## config.mk

```make
export PLATFORM = sky130hd
export DESIGN_NAME = data_path_controller
export DESIGN_NICKNAME = d
export VERILOG_FILES = /design/src/rtl/controller_defs.sv /design/src/rtl/instruction_decoder.sv /design/src/rtl/data_path_controller.sv
export SDC_FILE = /design/constraint.sdc
export NUM_CORES = 1
export LEC_CHECK = 0
export CAP_MARGIN = 20
export CELL_PAD_IN_SITES_DETAIL_PLACEMENT = 2
export CELL_PAD_IN_SITES_GLOBAL_PLACEMENT = 2
export CORE_ASPECT_RATIO = 0.7
export CORE_MARGIN = 5
export CORE_UTILIZATION = 26
export CTS_CLUSTER_SIZE = 24
export DETAILED_ROUTE_END_ITERATION = 8
export GPL_ROUTABILITY_DRIVEN = 0
export GPL_TIMING_DRIVEN = 0
export MAX_ROUTING_LAYER = met4
export PLACE_DENSITY = 0.93
export SLEW_MARGIN = 20
export SYNTH_ARGS = -nofsm -noshare
export SYNTH_HDL_FRONTEND = slang
export SYNTH_SLANG_ARGS = --single-unit
```

## constraint.sdc

```tcl
create_clock -name clk -period 3.2 [get_ports clk]
set_input_delay 0.8 -clock clk [delete_from_list [all_inputs] [get_ports clk]]
set_output_delay 0.8 -clock clk [all_outputs]
set_load 0.05 [all_outputs]
```

## src/rtl/controller_defs.sv

```systemverilog
// Shared definitions for the data path controller: opcodes, FSM states,
// write-source selections and instruction field positions.
package controller_defs;

    typedef enum logic [2:0] {
        ST_IDLE      = 3'd0,
        ST_DECODE    = 3'd1,
        ST_MEM_WAIT  = 3'd2,
        ST_WRITEBACK = 3'd3,
        ST_HALT      = 3'd4
    } state_t;

    localparam logic [3:0] OP_NOP  = 4'd0;
    localparam logic [3:0] OP_ALU  = 4'd1;
    localparam logic [3:0] OP_LDI  = 4'd2;
    localparam logic [3:0] OP_LUI  = 4'd3;
    localparam logic [3:0] OP_LOAD = 4'd4;
    localparam logic [3:0] OP_HALT = 4'd5;

    localparam logic [1:0] SRC_ALU  = 2'd0;
    localparam logic [1:0] SRC_IMM1 = 2'd1;
    localparam logic [1:0] SRC_IMM2 = 2'd2;
    localparam logic [1:0] SRC_MEM  = 2'd3;

    localparam int OPC_MSB = 31;
    localparam int OPC_LSB = 28;
    localparam int RD_MSB  = 27;
    localparam int RD_LSB  = 26;
    localparam int RS1_MSB = 25;
    localparam int RS1_LSB = 24;
    localparam int RS2_MSB = 23;
    localparam int RS2_LSB = 22;
    localparam int ALU_MSB = 21;
    localparam int ALU_LSB = 20;

endpackage

```

## src/rtl/instruction_decoder.sv

```systemverilog
// Combinational decode of the instruction register into data path controls
// and the classification flags the sequencer branches on.
module instruction_decoder
    import controller_defs::*;
#(
    parameter int IMM_WIDTH = 20
) (
    input  logic [31:0] ir,
    output logic [1:0]  rd,
    output logic [1:0]  rs1,
    output logic [1:0]  rs2,
    output logic [1:0]  alu_op,
    output logic [31:0] imm1,
    output logic [31:0] imm2,
    output logic [1:0]  wsrc,
    output logic        is_load,
    output logic        is_halt,
    output logic        is_write,
    output logic        illegal
);

    logic [3:0]           opcode_s;
    logic [IMM_WIDTH-1:0] imm_s;

    assign opcode_s = ir[OPC_MSB:OPC_LSB];
    assign imm_s    = ir[IMM_WIDTH-1:0];
    assign rd       = ir[RD_MSB:RD_LSB];
    assign rs1      = ir[RS1_MSB:RS1_LSB];
    assign rs2      = ir[RS2_MSB:RS2_LSB];
    assign alu_op   = ir[ALU_MSB:ALU_LSB];
    assign imm1     = {{(32-IMM_WIDTH){imm_s[IMM_WIDTH-1]}}, imm_s};
    assign imm2     = {imm_s, {(32-IMM_WIDTH){1'b0}}};

    // Opcode classification; is_write covers the single-step register writes only
    always_comb begin
        wsrc     = SRC_ALU;
        is_load  = 1'b0;
        is_halt  = 1'b0;
        is_write = 1'b0;
        illegal  = 1'b0;
        case (opcode_s)
            OP_NOP:  wsrc = SRC_ALU;
            OP_ALU:  begin is_write = 1'b1; wsrc = SRC_ALU;  end
            OP_LDI:  begin is_write = 1'b1; wsrc = SRC_IMM1; end
            OP_LUI:  begin is_write = 1'b1; wsrc = SRC_IMM2; end
            OP_LOAD: begin is_load  = 1'b1; wsrc = SRC_MEM;  end
            OP_HALT: is_halt = 1'b1;
            default: illegal = 1'b1;
        endcase
    end

endmodule

```

## src/rtl/data_path_controller.sv

```systemverilog
// Multi-cycle sequencer for the 4-register data path: instruction handshake,
// decode, memory load with timeout, and a single-cycle register writeback.
module data_path_controller
    import controller_defs::*;
#(
    parameter int MEM_TIMEOUT = 15,
    parameter int IMM_WIDTH   = 20
) (
    input  logic                 clk,
    input  logic                 reset,
    input  logic [31:0]          instr,
    input  logic                 instr_valid,
    output logic                 instr_ready,
    output logic                 mem_req,
    output logic [IMM_WIDTH-1:0] mem_addr,
    input  logic                 mem_ack,
    output logic [1:0]           input_register_selector_1,
    output logic [1:0]           input_register_selector_2,
    output logic [1:0]           output_register_selector,
    output logic [1:0]           output_source_selector,
    output logic                 output_enable,
    output logic [1:0]           alu_opcode,
    output logic [31:0]          ir_immediate_1,
    output logic [31:0]          ir_immediate_2,
    output logic                 busy,
    output logic                 halted,
    output logic                 error
);

    localparam logic [7:0] TIMEOUT_LAST = 8'(MEM_TIMEOUT - 1);

    state_t      state_r;
    logic [31:0] ir_r;
    logic [7:0]  wait_cnt_r;
    logic        instr_ready_r;
    logic        mem_req_r;
    logic        output_enable_r;
    logic [1:0]  src_r;
    logic        busy_r;
    logic        halted_r;
    logic        error_r;

    logic [1:0]  wsrc_s;
    logic        is_load_s;
    logic        is_halt_s;
    logic        is_write_s;
    logic        illegal_s;

    instruction_decoder #(.IMM_WIDTH(IMM_WIDTH)) u_decoder (
        .ir       (ir_r),
        .rd       (output_register_selector),
        .rs1      (input_register_selector_1),
        .rs2      (input_register_selector_2),
        .alu_op   (alu_opcode),
        .imm1     (ir_immediate_1),
        .imm2     (ir_immediate_2),
        .wsrc     (wsrc_s),
        .is_load  (is_load_s),
        .is_halt  (is_halt_s),
        .is_write (is_write_s),
        .illegal  (illegal_s)
    );

    assign mem_addr               = ir_r[IMM_WIDTH-1:0];
    assign instr_ready            = instr_ready_r;
    assign mem_req                = mem_req_r;
    assign output_enable          = output_enable_r;
    assign output_source_selector = src_r;
    assign busy                   = busy_r;
    assign halted                 = halted_r;
    assign error                  = error_r;

    // Sequencer FSM; outputs are set on the transition into the state they belong to
    always_ff @(posedge clk or posedge reset) begin
        if (reset) begin
            state_r         <= ST_IDLE;
            ir_r            <= 32'h0000_0000;
            wait_cnt_r      <= 8'd0;
            instr_ready_r   <= 1'b0;
            mem_req_r       <= 1'b0;
            output_enable_r <= 1'b0;
            src_r           <= SRC_ALU;
            busy_r          <= 1'b0;
            halted_r        <= 1'b0;
            error_r         <= 1'b0;
        end else begin
            output_enable_r <= 1'b0;
            case (state_r)
                ST_IDLE: begin
                    if (instr_valid && instr_ready_r) begin
                        ir_r          <= instr;
                        instr_ready_r <= 1'b0;
                        busy_r        <= 1'b1;
                        state_r       <= ST_DECODE;
                    end else begin
                        instr_ready_r <= !halted_r && !error_r;
                        busy_r        <= halted_r;
                    end
                end
                ST_DECODE: begin
                    if (illegal_s) begin
                        error_r <= 1'b1;
                        busy_r  <= 1'b0;
                        state_r <= ST_IDLE;
                    end else if (is_halt_s) begin
                        halted_r <= 1'b1;
                        state_r  <= ST_HALT;
                    end else if (is_load_s) begin
                        mem_req_r  <= 1'b1;
                        wait_cnt_r <= 8'd0;
                        state_r    <= ST_MEM_WAIT;
                    end else if (is_write_s) begin
                        output_enable_r <= 1'b1;
                        src_r           <= wsrc_s;
                        state_r         <= ST_WRITEBACK;
                    end else begin
                        instr_ready_r <= 1'b1;
                        busy_r        <= 1'b0;
                        state_r       <= ST_IDLE;
                    end
                end
                ST_MEM_WAIT: begin
                    // An ack arriving in the final allowed cycle still completes the load
                    if (mem_ack) begin
                        mem_req_r       <= 1'b0;
                        output_enable_r <= 1'b1;
                        src_r           <= wsrc_s;
                        state_r         <= ST_WRITEBACK;
                    end else if (wait_cnt_r == TIMEOUT_LAST) begin
                        mem_req_r <= 1'b0;
                        error_r   <= 1'b1;
                        busy_r    <= 1'b0;
                        state_r   <= ST_IDLE;
                    end else begin
                        wait_cnt_r <= wait_cnt_r + 8'd1;
                    end
                end
                ST_WRITEBACK: begin
                    instr_ready_r <= 1'b1;
                    busy_r        <= 1'b0;
                    state_r       <= ST_IDLE;
                end
                ST_HALT: begin
                    instr_ready_r <= 1'b0;
                    state_r       <= ST_HALT;
                end
                default: begin
                    instr_ready_r <= 1'b0;
                    state_r       <= ST_IDLE;
                end
            endcase
        end
    end

endmodule

```

==> results list <==
* Final clock period utilization by the worst path: 0.851
- Portion of synthesized cell area occupied by the leading cell type: 0.428
- The cell family contributing the most delay on the critical path is buffers and inverters.
- Wire length of the first global-routing pass: 14300 um
* Worst Clk Skew: 0.00735 ns
- Among all flip-flop cells after synthesis, the most frequent one is sky130_fd_sc_hd__dfrtp_1.
- R2r setup slk: 1.11 ns
- Yosys mapped a number of flops with a built-in enable equal to 0.
* Post-Syn Area: 2980 um^2
- Worst flop-to-flop path endpoint: wait_cnt_r[1]
- For this run, asynchronously set or reset flops after synthesis account for 1.00.
- Total die area: 13700 um^2
- Counting both buffers and inverters, the worst setup path holds a total of 2.
* Endpoint type of the worst setup path: output pin
- Of the total synthesized cell area, the portion taken by full adders, half adders and majority gates is 0.00840.
- Hold-critical path depth: 1
- The clock reaches the later pin of the worst-skew pair after 0.29 ns.
- Of the synthesized area, sequential elements account for 0.428.
- Entering global routing, the biggest net connects 52 pins.
- Horiz. Die Dim: 138 um
- TritonCTS built the clock tree.
- Dividing the detail-routed wire length by the instance count gives 16.3 um.
- Number of clock sinks: 51
* Buffers on Ports: 123
- For this run, the slowest stage of the critical path takes 0.81 ns.
- The setup path with the least slack is of type reg -> out.
* Number of ports placed on the die boundary: 136
- Antenna-violating nets left: 0
* Share of post-route cells with drive strength above 1: 0.357
- Launch point of the worst hold path: error
* Commonest cells after routing, fill and taps aside: 123 x sky130_fd_sc_hd__clkdlybuf4s50_1, 92 x sky130_fd_sc_hd__buf_4, 51 x sky130_fd_sc_hd__dfrtp_1
* Overall die height: 99.6 um
- Required arrival time at the worst endpoint: 2.40 ns
- By area, the combinational part of the netlist is dominated by buffers and inverters.
* Minimum period implied by the final worst setup slack: 2.72 ns
- Synthesized area per cell: 10.7 um^2
- In this run the worst path has a maximum fanout of 16.
- The detailed router placed 2381 vias in this run.
- First DRT Iteration DRCs: 80
- Endpoints failing hold: 0
* Post-synthesis instance total: 278
* Setup-failing EPs final: 0
* Library cell used as clock root buffer: sky130_fd_sc_hd__clkbuf_16
- Inserted Clock Buffers: 5
* Via density per instance: 4.16
- The area growth from synthesis to layout is 54.1%.
- Data on the critical path arrives at its endpoint at 1.92 ns.
* Share of the synthesized area in compound gates (AO/OA/AOI/OAI): 0.0588
- Simple-gate share of the synthesized area: 0.0966
* Max-slew violation count: 0
- Count of unresolved DRC violations after routing: 0
* Most frequent standard cell in the layout excluding fill and tap cells: sky130_fd_sc_hd__clkdlybuf4s50_1
- No sink is reached through more buffers than the 2 on the longest clock path.
* Clock transition at the registers of the reported paths: 0.07 ns
* Antenna diode count: 0
- For this run, the detailed router's first-pass iteration total came to 4.
- Antenna violations before repair: 0
- Cell-by-cell trace of the critical path: buf_4, clkdlybuf4s50_1
* CTS-repair resized insts: 0
* Global-route usage over all layers: 0.136
- The largest total area in the synthesized netlist belongs to sky130_fd_sc_hd__dfrtp_1.
- Flip-flop and latch count after synthesis: 51
* Largest cells by area after synthesis: sky130_fd_sc_hd__dfrtp_1 43%, sky130_fd_sc_hd__buf_4 23%, sky130_fd_sc_hd__mux2_2 14%, sky130_fd_sc_hd__o211ai_1 1.5%, sky130_fd_sc_hd__or4_1 1.5%
* Portion of netlist area occupied by mux cells: 0.139
- Core Box Area: 11100 um^2
* Post-layout worst setup margin: 0.478 ns
* Min-delay worst type: reg -> reg
- Setup slack after placement: 0.0668 ns
- Fillers: 1190
- Hold path endpoint: error
- Number of different library cells in the post-synthesis netlist: 42
- STA classifies the critical path startpoint as a register.
* Dpl hpwl: 7580 um
* Number of nets in the finished design: 457
- Status: finished, final reports clean
* Beginning of the worst register-to-register path: state_r[0]
- Number of global-route vias before repair: 2624
- Aggregate global routing overflow: 0
- Summing all multi-input logic gate instances after layout gives 972 um^2.
- The number of hold buffers added after CTS was 0.
- Initial core utilization: 0.268
* Worst path slowest cell: sky130_fd_sc_hd__clkdlybuf4s50_1
- Max-cap violations in this run came to 0.
- Sequential cell area: 1280 um^2
* Final WL: 9350 um
- Row generation in the floorplan step produced 32 rows.
- Slew at the pin closest to its max-slew limit: 0.676 ns
* Number of cells traversed by the worst register-to-register path: 7
* Number of setup buffers added after CTS: 0
* Htree depth: 2
* RSZ-0062 raised after global routing: no
- Derived from the worst setup path, the maximum achievable clock frequency is 367 MHz.
* Final total negative setup slack: 0 ns
- Rel. slew slack: 0.549
* Share of the synthesized netlist area taken by xor and xnor gates: 0.00588
- YS warnings: 0
-- Yosys cell counts, drive strengths merged (2+ instances only) --
library cell  instances
o211ai                6
clkbuf                3
o21ai                 4
nand4                 3
nand2b                2
a31o                  2
mux2                 36
a21oi                 6
nor2                  8
nand3                 4
ha                    2
o31ai                 2
or4                   6
or3b                  3
buf                 101
inv                   5
nand2                11
dfrtp                51
nor3                  2
o21bai                2
nor4                  2
-- cell type report --
| type | instances | share of cell area |
|---|---|---|
| inverters | 5 | 0.00463 |
| well taps | 153 | 0.0417 |
| clock buffers | 7 | 0.0289 |
| plain buffers | 104 | 0.165 |
| repair buffers | 123 | 0.268 |
| multi-input cells | 129 | 0.212 |
| clock inverters | 1 | 0.00109 |
| flip-flops and latches | 51 | 0.278 |
-- sequential cells by signal, summed over array words and instances (netlist names) --
register                count
mem_req                     1
error                       1
output_source_selector      2
output_enable               1
instr_ready                 1
busy                        1
ir_r                       32
halted                      1
wait_cnt_r                  8
state_r                     3
-- kinds of logic (layout without fill, tap and decap cells) --
family                     after synthesis  count (layout)
AOI/OAI and AO/OA                       26              26
adders and majority gates                2               2
xor gates and xnor gates                 2               2
DFF                                     51              51
muxes                                   37              37
and+or+nand+nor                         50              50
buffers and inverters                  109             240
other                                    1              12
-- worst max-delay path by stage --
stage / startpoint / end / slack, ns / cells past startpoint
CTS: instr_valid / ir_r[27] / 0.37 / 5
floorplan: instr_valid / ir_r[0] / 1.13 / 4
detailed placement: instr_valid / ir_r[21] / 0.07 / 5
global route: ir_r[19] / ir_immediate_1[23] / 0.34 / 2
global placement: reset / ir_r[28] / 0.06 / 2
finish: ir_r[19] / ir_immediate_1[26] / 0.48 / 2
-- per-stage QoR --
| stage | utilization | std cells | hold WS (ns) | area (um^2) |
|---|---|---|---|---|
| 2_1_floorplan | - | 289 | 0.482 | 3020 |
| 3_3_place_gp | 0.399 | 565 | 0.480 | 4440 |
| 3_5_place_dp | 0.399 | 565 | 0.498 | 4450 |
| 4_1_cts | 0.412 | 573 | 0.520 | 4580 |
| 5_1_grt | 0.412 | 573 | 0.533 | 4590 |
| 6_report | 0.412 | 573 | 0.512 | 4590 |
-- routing by layer --
layer / vias to the layer above / share of wire / global-route usage
li1: 1122 / - / -
met1: 1178 / 0.39 / 0.150
met2: 74 / 0.52 / 0.251
met3: 7 / 0.079 / 0.0384
met4: 0 / 0.0039 / 0.0137
met5: - / 0 / -
Power is not shown: default switching activity piles up to over one toggle a cycle in this logic, so the estimate is an artifact.
